<file path="config.mk">
export PLATFORM = sky130hd
export DESIGN_NAME = morse_text_scroller
export DESIGN_NICKNAME = d
export VERILOG_FILES = /design/src/rtl/morse_text_scroller.sv
export SDC_FILE = /design/constraint.sdc
export NUM_CORES = 1
export LEC_CHECK = 0
export BUFFER_PORTS_ARGS = -buffer_cell sky130_fd_sc_hd__buf_2
export CORE_ASPECT_RATIO = 1.5
export CORE_MARGIN = 3
export CORE_UTILIZATION = 55
export CTS_CLUSTER_DIAMETER = 200
export DETAILED_ROUTE_END_ITERATION = 8
export PLACE_DENSITY_LB_ADDON = 0.2
export SLEW_MARGIN = 20
export SYNTH_ARGS = -nofsm -noshare
export SYNTH_HDL_FRONTEND = slang
export SYNTH_SLANG_ARGS = --single-unit
export TNS_END_PERCENT = 10
</file>
<file path="constraint.sdc">
create_clock -name clk -period 5 [get_ports clk]
set_input_delay 1.5 -clock clk [delete_from_list [all_inputs] [get_ports clk]]
set_output_delay 1.5 -clock clk [all_outputs]
set_load 0.005 [all_outputs]
</file>
<file path="src/rtl/morse_text_scroller.sv">
`default_nettype none
// ============================================================================
// Module   : morse_text_scroller
// Purpose  : Holds up to MAX_CHARS decoded Morse characters and time-
//            multiplexes them onto a DIGITS-wide 7-segment bank. Each scan
//            slot presents one (code, length) pair to the downstream decoder
//            along with a one-hot digit enable. Static mode right-aligns the
//            last DIGITS characters; scroll mode walks a window across the
//            buffer and wraps back to the start.
// Revision : 1.0 - initial release
// ============================================================================
module morse_text_scroller #(
    parameter int MAX_CHARS  = 8,
    parameter int DIGITS     = 4,
    parameter int SCAN_DIV   = 16,
    parameter int SCROLL_DIV = 4,
    parameter int CW         = $clog2(MAX_CHARS + 1)
) (
    input  logic                   clk,
    input  logic                   rst,
    input  logic                   load,
    input  logic [5*MAX_CHARS-1:0] seq_in,
    input  logic [3*MAX_CHARS-1:0] len_in,
    input  logic [CW-1:0]          count_in,
    input  logic                   mode,
    output logic [4:0]             code_out,
    output logic [2:0]             len_out,
    output logic [DIGITS-1:0]      digit_en,
    output logic                   blank,
    output logic [CW-1:0]          window,
    output logic                   wrap
);

    // Counter widths; single-value counters still get one bit.
    localparam int c_sw = (SCAN_DIV   > 1) ? $clog2(SCAN_DIV)   : 1;
    localparam int c_dw = (DIGITS     > 1) ? $clog2(DIGITS)     : 1;
    localparam int c_pw = (SCROLL_DIV > 1) ? $clog2(SCROLL_DIV) : 1;
    // Slot index = window + digit can reach 2*MAX_CHARS-2, so one extra bit.
    localparam int c_iw = CW + 1;

    localparam logic [c_sw-1:0] c_sc_last     = c_sw'(SCAN_DIV - 1);
    localparam logic [c_dw-1:0] c_d_last      = c_dw'(DIGITS - 1);
    localparam logic [c_pw-1:0] c_scroll_last = c_pw'(SCROLL_DIV - 1);
    localparam logic [CW-1:0]   c_max_cw      = CW'(MAX_CHARS);
    localparam logic [CW-1:0]   c_digits_cw   = CW'(DIGITS);
    localparam logic [CW-1:0]   c_one_cw      = CW'(1);

    // State
    logic [c_sw-1:0]        r_sc;
    logic [c_dw-1:0]        r_d;
    logic [c_pw-1:0]        r_scroll;
    logic [CW-1:0]          r_count;
    logic [CW-1:0]          r_window;
    logic                   r_mode_q;
    logic [5*MAX_CHARS-1:0] r_seq;
    logic [3*MAX_CHARS-1:0] r_len;

    // Registered outputs
    logic [4:0]             r_code_out;
    logic [2:0]             r_len_out;
    logic [DIGITS-1:0]      r_digit_en;
    logic                   r_blank;
    logic                   r_wrap;

    // Combinational helpers
    logic                   w_sc_last;
    logic                   w_d_last;
    logic                   w_scan_done;
    logic                   w_step;
    logic [CW-1:0]          w_static_win;
    logic [CW-1:0]          w_load_count;
    logic [c_iw-1:0]        w_idx;
    logic                   w_idx_valid;
    logic [4:0]             w_sel_code;
    logic [2:0]             w_sel_len;
    logic [DIGITS-1:0]      w_den_next;

    assign w_sc_last    = (r_sc == c_sc_last);
    assign w_d_last     = (r_d == c_d_last);
    assign w_scan_done  = w_sc_last && w_d_last;
    assign w_step       = w_scan_done && (r_scroll == c_scroll_last);
    assign w_static_win = (r_count > c_digits_cw) ? (r_count - c_digits_cw) : '0;
    assign w_load_count = (count_in > c_max_cw) ? c_max_cw : count_in;
    assign w_idx        = {1'b0, r_window} + c_iw'(r_d);
    assign w_idx_valid  = (w_idx < {1'b0, r_count});

    // Pick the buffered character addressed by the current slot index.
    always_comb begin
        w_sel_code = '0;
        w_sel_len  = '0;
        for (int i = 0; i < MAX_CHARS; i++) begin
            if (w_idx == c_iw'(i)) begin
                w_sel_code = r_seq[5*(MAX_CHARS-1-i)+4 -: 5];
                w_sel_len  = r_len[3*(MAX_CHARS-1-i)+2 -: 3];
            end
        end
    end

    // One-hot decode of the active digit (bit 0 = leftmost).
    always_comb begin
        w_den_next = '0;
        for (int i = 0; i < DIGITS; i++) begin
            w_den_next[i] = (r_d == c_dw'(i));
        end
    end

    // Free-running slot timer and digit index; only reset touches them.
    always_ff @(posedge clk or posedge rst) begin
        if (rst) begin
            r_sc <= '0;
            r_d  <= '0;
        end else if (w_sc_last) begin
            r_sc <= '0;
            r_d  <= w_d_last ? '0 : r_d + c_dw'(1);
        end else begin
            r_sc <= r_sc + c_sw'(1);
        end
    end

    // Character buffer and saturated valid count, captured on load.
    always_ff @(posedge clk or posedge rst) begin
        if (rst) begin
            r_seq   <= '0;
            r_len   <= '0;
            r_count <= '0;
        end else if (load) begin
            r_seq   <= seq_in;
            r_len   <= len_in;
            r_count <= w_load_count;
        end
    end

    // Window placement: static right-alignment or scroll stepping with wrap.
    // Any load parks the window at 0 so it can never exceed a shrunken count.
    always_ff @(posedge clk or posedge rst) begin
        if (rst) begin
            r_window <= '0;
            r_scroll <= '0;
            r_mode_q <= 1'b0;
            r_wrap   <= 1'b0;
        end else begin
            r_mode_q <= mode;
            r_wrap   <= 1'b0;
            if (!mode) begin
                r_scroll <= '0;
                r_window <= load ? '0 : w_static_win;
            end else if (!r_mode_q) begin
                // Entering scroll mode restarts from the first character.
                r_window <= '0;
                r_scroll <= '0;
            end else begin
                if (w_scan_done) begin
                    r_scroll <= (r_scroll == c_scroll_last) ? '0 : r_scroll + c_pw'(1);
                end
                if (load) begin
                    r_window <= '0;
                end else if (w_step && (r_count != '0)) begin
                    if (r_window == r_count - c_one_cw) begin
                        r_window <= '0;
                        r_wrap   <= 1'b1;
                    end else begin
                        r_window <= r_window + c_one_cw;
                    end
                end
            end
        end
    end

    // Slot outputs registered from the state held before this edge.
    always_ff @(posedge clk or posedge rst) begin
        if (rst) begin
            r_code_out <= '0;
            r_len_out  <= '0;
            r_blank    <= 1'b1;
            r_digit_en <= DIGITS'(1);
        end else begin
            r_digit_en <= w_den_next;
            if (w_idx_valid) begin
                r_code_out <= w_sel_code;
                r_len_out  <= w_sel_len;
                r_blank    <= 1'b0;
            end else begin
                r_code_out <= '0;
                r_len_out  <= '0;
                r_blank    <= 1'b1;
            end
        end
    end

    assign code_out = r_code_out;
    assign len_out  = r_len_out;
    assign digit_en = r_digit_en;
    assign blank    = r_blank;
    assign window   = r_window;
    assign wrap     = r_wrap;

endmodule
`default_nettype wire

</file>
== Word level (Yosys, flattened, before mapping) ==
Index checks and enable logic that the tools add are counted.

* $add $sub $neg: 7
* Order comparisons: 3
* Eq/ne operators: 15
* Multiplexer cells: 38
* Reductions and logical operators: 6

{| class="wikitable"
|+ Operator list
! cell !! number
|-
| 5-bit two-way mux || 9
|-
| 4-bit two-way mux || 9
|-
| 3-bit two-way mux || 9
|-
| 5-bit by 3-bit equality test with 1-bit output (second input constant) || 4
|-
| 5-bit by 2-bit equality test with 1-bit output (second input constant) || 2
|-
| 2-bit two-way mux || 5
|-
| 4-bit by 1-bit adder with 4-bit output (second input constant) || 2
|-
| 2-bit equality test (second input constant) || 3
|-
| 1-bit two-way mux || 6
|-
| 4-bit by 2-bit adder with 5-bit output || 1
|-
| 5-bit by 1-bit equality test with 1-bit output (second input constant) || 1
|-
| 5-bit logical NOT || 1
|-
| 5-bit by 4-bit < comparator with 1-bit output || 1
|-
| 2-bit by 1-bit adder with 2-bit output (second input constant) || 2
|-
| 4-bit equality test || 1
|-
| 4-bit equality test (second input constant) || 1
|-
| 4-bit by 3-bit > comparator with 1-bit output (second input constant) || 1
|-
| 4-bit > comparator (second input constant) || 1
|-
| 4-bit by 3-bit inequality test with 1-bit output (second input constant) || 1
|-
| 4-bit nonzero test || 1
|-
| 4-bit by 1-bit subtractor with 4-bit output (second input constant) || 1
|-
| 4-bit by 3-bit subtractor with 4-bit output (second input constant) || 1
|-
| 1-bit logical AND || 3
|-
| 3-bit by 2-bit inequality test with 1-bit output (second input constant) || 1
|-
| 2 further kinds || 2
|}

* Register bits after elaboration: 95
* Input bits: 72
* Output and inout bits: 18

== Depth between registers and ports, before layout ==
* Depth after elaboration: 11
* Mapped depth: 12
* Gate-level depth less buffers: 10

== Worst setup path before layout ==
Ideal clock, no wire load.

* Kind: register -> register
* Start point: reg r_window[0], in the netlist window[0]
* End point: reg r_code_out[3], in the netlist code_out[3]
* Library setup time: 0.081 ns
* Arrival time: 2.871 ns
* Data required time: 4.919 ns
* Slack: 2.048 ns
* Cell stages (with the launch flop): 13
* Period minus slack after synthesis: 2.952 ns
* Path through: dfrtp_1 > ha_1 > inv_1 > fa_1 > buf_2 > clkbuf_1 > inv_1 > ha_1 > a211oi_2 > o21a_2 > or3b_1 > buf_6 > o22ai_2

* Word-level cells in the longest chain between the ends: 11
* Elaborated cells on any way between the ends: 19
* Those cells by class: add/sub: 1; order compare: 1; eq/ne: 7; mux: 9; reduce/logical: 1

{| class="wikitable"
|+ Ends and longest elaborated chain
! item !! line !! text
|-
| start, declared || 53 || <nowiki>logic [CW-1:0] r_window;</nowiki>
|-
| start signal, assigned || 146 || <nowiki>r_window <= load ? '0 : w_static_win;</nowiki>
|-
| start signal, assigned || 162 || <nowiki>r_window <= r_window + c_one_cw;</nowiki>
|-
| 4-bit by 2-bit adder with 5-bit output (*) || 84 || <nowiki>assign w_idx = {1'b0, r_window} + c_iw'(r_d);</nowiki>
|-
| 5-bit logical NOT || 92 || <nowiki>if (w_idx == c_iw'(i)) begin</nowiki>
|-
| 5-bit two-way mux (8 in series) || 92 ||
|-
| 5-bit two-way mux (*) || 178 || <nowiki>if (w_idx_valid) begin</nowiki>
|-
| end signal, assigned || 179 || <nowiki>r_code_out <= w_sel_code;</nowiki>
|-
| end, declared || 59 || <nowiki>logic [4:0] r_code_out;</nowiki>
|}

Every way passes the cells marked *; elsewhere a longest branch is shown, timed or not.
A chain may end at the register's enable or synchronous reset.

== Worst setup path after layout ==
* Start point: reg r_window[0], in the netlist window[0]
* End point: reg r_len_out[1], in the netlist len_out[1]

* Word-level cells in the longest chain between the ends: 11
* Elaborated cells on any way between the ends: 19
* Those cells by class: add/sub: 1; order compare: 1; eq/ne: 7; mux: 9; reduce/logical: 1

{| class="wikitable"
|+ Ends and longest elaborated chain
! item !! line !! text
|-
| 4-bit by 2-bit adder with 5-bit output (*) || 84 ||
|-
| 5-bit logical NOT || 92 ||
|-
| 3-bit two-way mux (8 in series) || 92 ||
|-
| 3-bit two-way mux (*) || 178 ||
|-
| end signal, assigned || 180 || <nowiki>r_len_out <= w_sel_len;</nowiki>
|-
| end, declared || 60 || <nowiki>logic [2:0] r_len_out;</nowiki>
|}

Marked as above.

==> metrics.csv <==
stage,metric,value,unit
status,status,finished clean,
placement,io_buffers,89,
floorplan,die_x,79.9,microns
min_path,min_from,r_sc[0],
yosys,syn_area,4500,sq um
floorplan,pin_count,90,
placement,post_dp_cell_area,5020,sq um
timing,worst_pin_slew,0.869,ns
global_routing,grt_usage,21.2,%
clock_tree,clock-sinks,95,
yosys,synthXorXnorAreaFrac,1.75,%
floorplan,row_count,39,
timing,max_freq,0.322,GHz
critical_path,cp-start-kind,flop,
power,power,1.89,mW
drt,drc,0,
clock_tree,max-clock-path-buffers,2,
power,power_density,358,nW/um^2
global_routing,grt-ovfl-total,0,
timing,hold-worst-slack,0.485,ns
critical_path,worstPathMaxFanout,27,
yosys,synthSimpleGateAreaFrac,6.45,%
yosys,muxShareOfSynthArea,22.5,%
placement,gp_congestion,0.847,
critical_path,crit_path_end_kind,flop,
yosys,avgSynthCellArea,12.6,sq um
clock_tree,cts_setup_buffers,0,
critical_path,critPathSlowestCell,or3b_1,
layout,syn2layout_area_growth,17.3,%
timing,setup_viol,0,
global_routing,antenna_found_initial,0,
timing,relSlewSlack,42.0,%
clock_tree,clkLatencyLatePin,0.34,ns
timing,rsz0062_at_grt,no,
drt,dr.pass1.iters,4,
timing,finalMaxSlewViolations,0,
floorplan,die_h,117,microns
drt,met2WireLength,5000,microns
yosys,synth_top_family_by_area,multiplexers,
yosys,yosysWarningCount,0,
yosys,synth_flop_cell,dfrtp_1,
power,p_leak,2.47,nW
timing,finalCriticalPeriod,3.10,ns
timing,fin_skew,0.00625,ns
timing,hold_viol_final,0,
drt,met3WireLength,435,microns
layout,final_cell_count_no_fill,549,
yosys,ys_seq_area_share,52.8,%
placement,dp_hpwl,6650,microns
clock_tree,cts_hold_buf,0,
drt,routed_via_density,5.66,
drt,drt-initial-drc-count,139,
global_routing,grt_max_degree,72,
layout,fillers,621,
clock_tree,h-tree-depth,3,
global_routing,grt_pass1_wl,14900,microns
floorplan,initial_core_util,57.7,%
timing,finalCritPeriodShare,62.1,%
yosys,synthCells,356,
layout,design_area,5280,sq um
critical_path,cpPeakStageDelay,0.50,ns
placement,dp.cells,533,
layout,n_antenna_cell,0,
yosys,async_flop_share,100,%
drt,ant_nets,0,
drt,drt-met1-wl,3520,microns
clock_tree,numCtsBuffers,9,
critical_path,required,5.25,ns
flow_run,cap_violations,0,
yosys,ys_ff_latch,95,
yosys,synthAdderAreaFrac,4.06,%
critical_path,crit_path_start,window[0],
clock_tree,clockRootBuffer,clkbuf_16,
critical_path,cp_cell_sequence,ha_1 > inv_1 > fa_1 > buf_4 > inv_1 > ha_1 > a211oi_2 > o21a_2 > or3b_1 > o22ai_1,
floorplan,core,7810,sq um
yosys,synth_enable_flop_cells,0,
critical_path,crit_type,flop to flop,
drt,wire_per_inst,16.8,microns
global_routing,grt_pass1_vias,3171,
yosys,synth.distinct_cells,46,
critical_path,crit_arrival,3.36,ns
layout,layout-drive-gt1-share,41.4,%
floorplan,dieArea,9330,sq um
layout,nNetsFinal,528,
clock_tree,ctsResizeCount,0,
drt,num_vias,3110,
clock_tree,cts_tree,done,
critical_path,r2r_start,window[0],
timing,tns,0,ns
min_path,hp-class,flop to flop,
yosys,syn-num-nets,442,
power,peakVddDrop,0.238,mV
drt,wl,9220,microns
yosys,synth_compound_area_share,9.14,%
clock_tree,cts.reportedPaths.clkPinSlew,0.06,ns
drt,top_layer_used,met4,
-- cell usage after synthesis (all sizes together), types with 2 or more instances --
library cell / instances / area (sq um)
dfstp: 2 / 52.6
a2bb2oi: 8 / 70.1
nand3: 3 / 15.0
a21o: 2 / 15.0
o21ai: 23 / 115
or4: 2 / 15.0
nor2: 24 / 90.1
nor3: 6 / 30.0
nor2b: 4 / 25.0
inv: 15 / 56.3
nand2: 7 / 26.3
buf: 9 / 56.3
nand4: 3 / 18.8
a21oi: 14 / 70.1
xor2: 4 / 35.0
dfrtp: 93 / 2330
a31oi: 4 / 31.3
mux2: 65 / 732
o22ai: 9 / 62.6
mux4: 8 / 191
mux2i: 9 / 90.1
ha: 13 / 163
clkbuf: 9 / 33.8
xnor2: 5 / 43.8
nand2b: 2 / 20.0
-- power breakdown --
| group | internal, mW | switching, mW | total [mW] |
|---|---|---|---|
| sequential | 0.854 | 0.0470 | 0.901 |
| clock | 0.350 | 0.270 | 0.620 |
| combinational | 0.187 | 0.182 | 0.369 |
| total | 1.39 | 0.499 | 1.89 |
-- critical path: cells and delay by family, from the launching register on --
family | cells | cell delay (ns)
adder cells (fa/ha/maj) | 3 | 1.00
AO/OA/AOI/OAI | 3 | 0.56
AND/OR/NAND/NOR | 1 | 0.50
flip-flops | 1 | 0.47
buffers and inverters | 3 | 0.46
-- path summary, 6_finish.rpt --
check / slack [ns] / to / cells after the start
max in group asynchronous: 2.83 / code_out[1] / 3
min in group asynchronous: 1.34 / r_sc[1] / 2
min: 0.49 / r_sc[0] / 1
min reg2reg: 0.49 / r_sc[0] / 1
max reg2reg: 1.90 / len_out[1] / 10
max: 1.90 / len_out[1] / 10
-- cells by family (layout without fill, tap and decap cells) --
kind of cell	after synthesis	count (layout)
muxes	82	82
buffers and inverters	33	124
AOI/OAI and AO/OA	65	65
xor gates and xnor gates	9	9
and+or+nand+nor	58	58
adders and majority gates	14	14
DFF	95	95
-- metrics by stage --
| stage | setup WS, ns | utilization, % |
|---|---|---|
| global route | 1.68 | 67.7 |
| floorplan | 1.03 | - |
| CTS | 1.89 | 67.7 |
| detailed placement | 1.90 | 64.3 |
| finish | 1.90 | 67.7 |
| global placement | 1.93 | 64.3 |
-- layer usage --
layer / up-vias / global-route usage (%)
met5: - / 0
li1: 1469 / -
met3: 23 / 5.21
met2: 88 / 37.2
met1: 1530 / 24.2
met4: 0 / 9.70
-- flip-flops by register name, indices dropped and copies added (netlist names), 2 cells and up --
register,count
r_sc,4
r_seq,40
r_scroll,2
digit_en,4
code_out,5
r_len,24
r_count,4
r_d,2
window,4
len_out,3
-- layout make-up --
class                   instances  area (sq um)  share of cell area (%)
clock inverters                 2          10.0                   0.189
multi-input cells             228          1980                    37.4
flip-flops and latches         95          2380                    45.0
clock buffers                  14           254                    4.81
inverters                      15          58.8                    1.11
well taps                     102           128                    2.42
repair buffers                 93           475                    9.00
-- layout by cell type, fill, tap and decap left out, types with 2 or more instances in the layout --
master     Yosys  layout
inv_1         14      13
buf_4          1       4
clkbuf_16      0       9
a21oi_1       14      14
nor2b_1        4       4
o21ai_0       23      23
nand2_1        7       7
clkbuf_1       9       4
ha_1          13      13
clkinv_2       0       2
buf_2          3      89
mux4_1         3       3
o22ai_1        8       8
xnor2_1        5       5
nand4_1        3       3
mux2i_1        9       9
nand3_1        3       3
mux2_2        65      65
nor3_1         6       6
a31oi_1        3       3
dfrtp_1       93      93
mux4_2         5       5
xor2_1         4       4
dfstp_2        2       2
a2bb2oi_1      8       8
nor2_1        24      24
or4_1          2       2
a21o_1         2       2
Power figures use the tool's default switching activity.
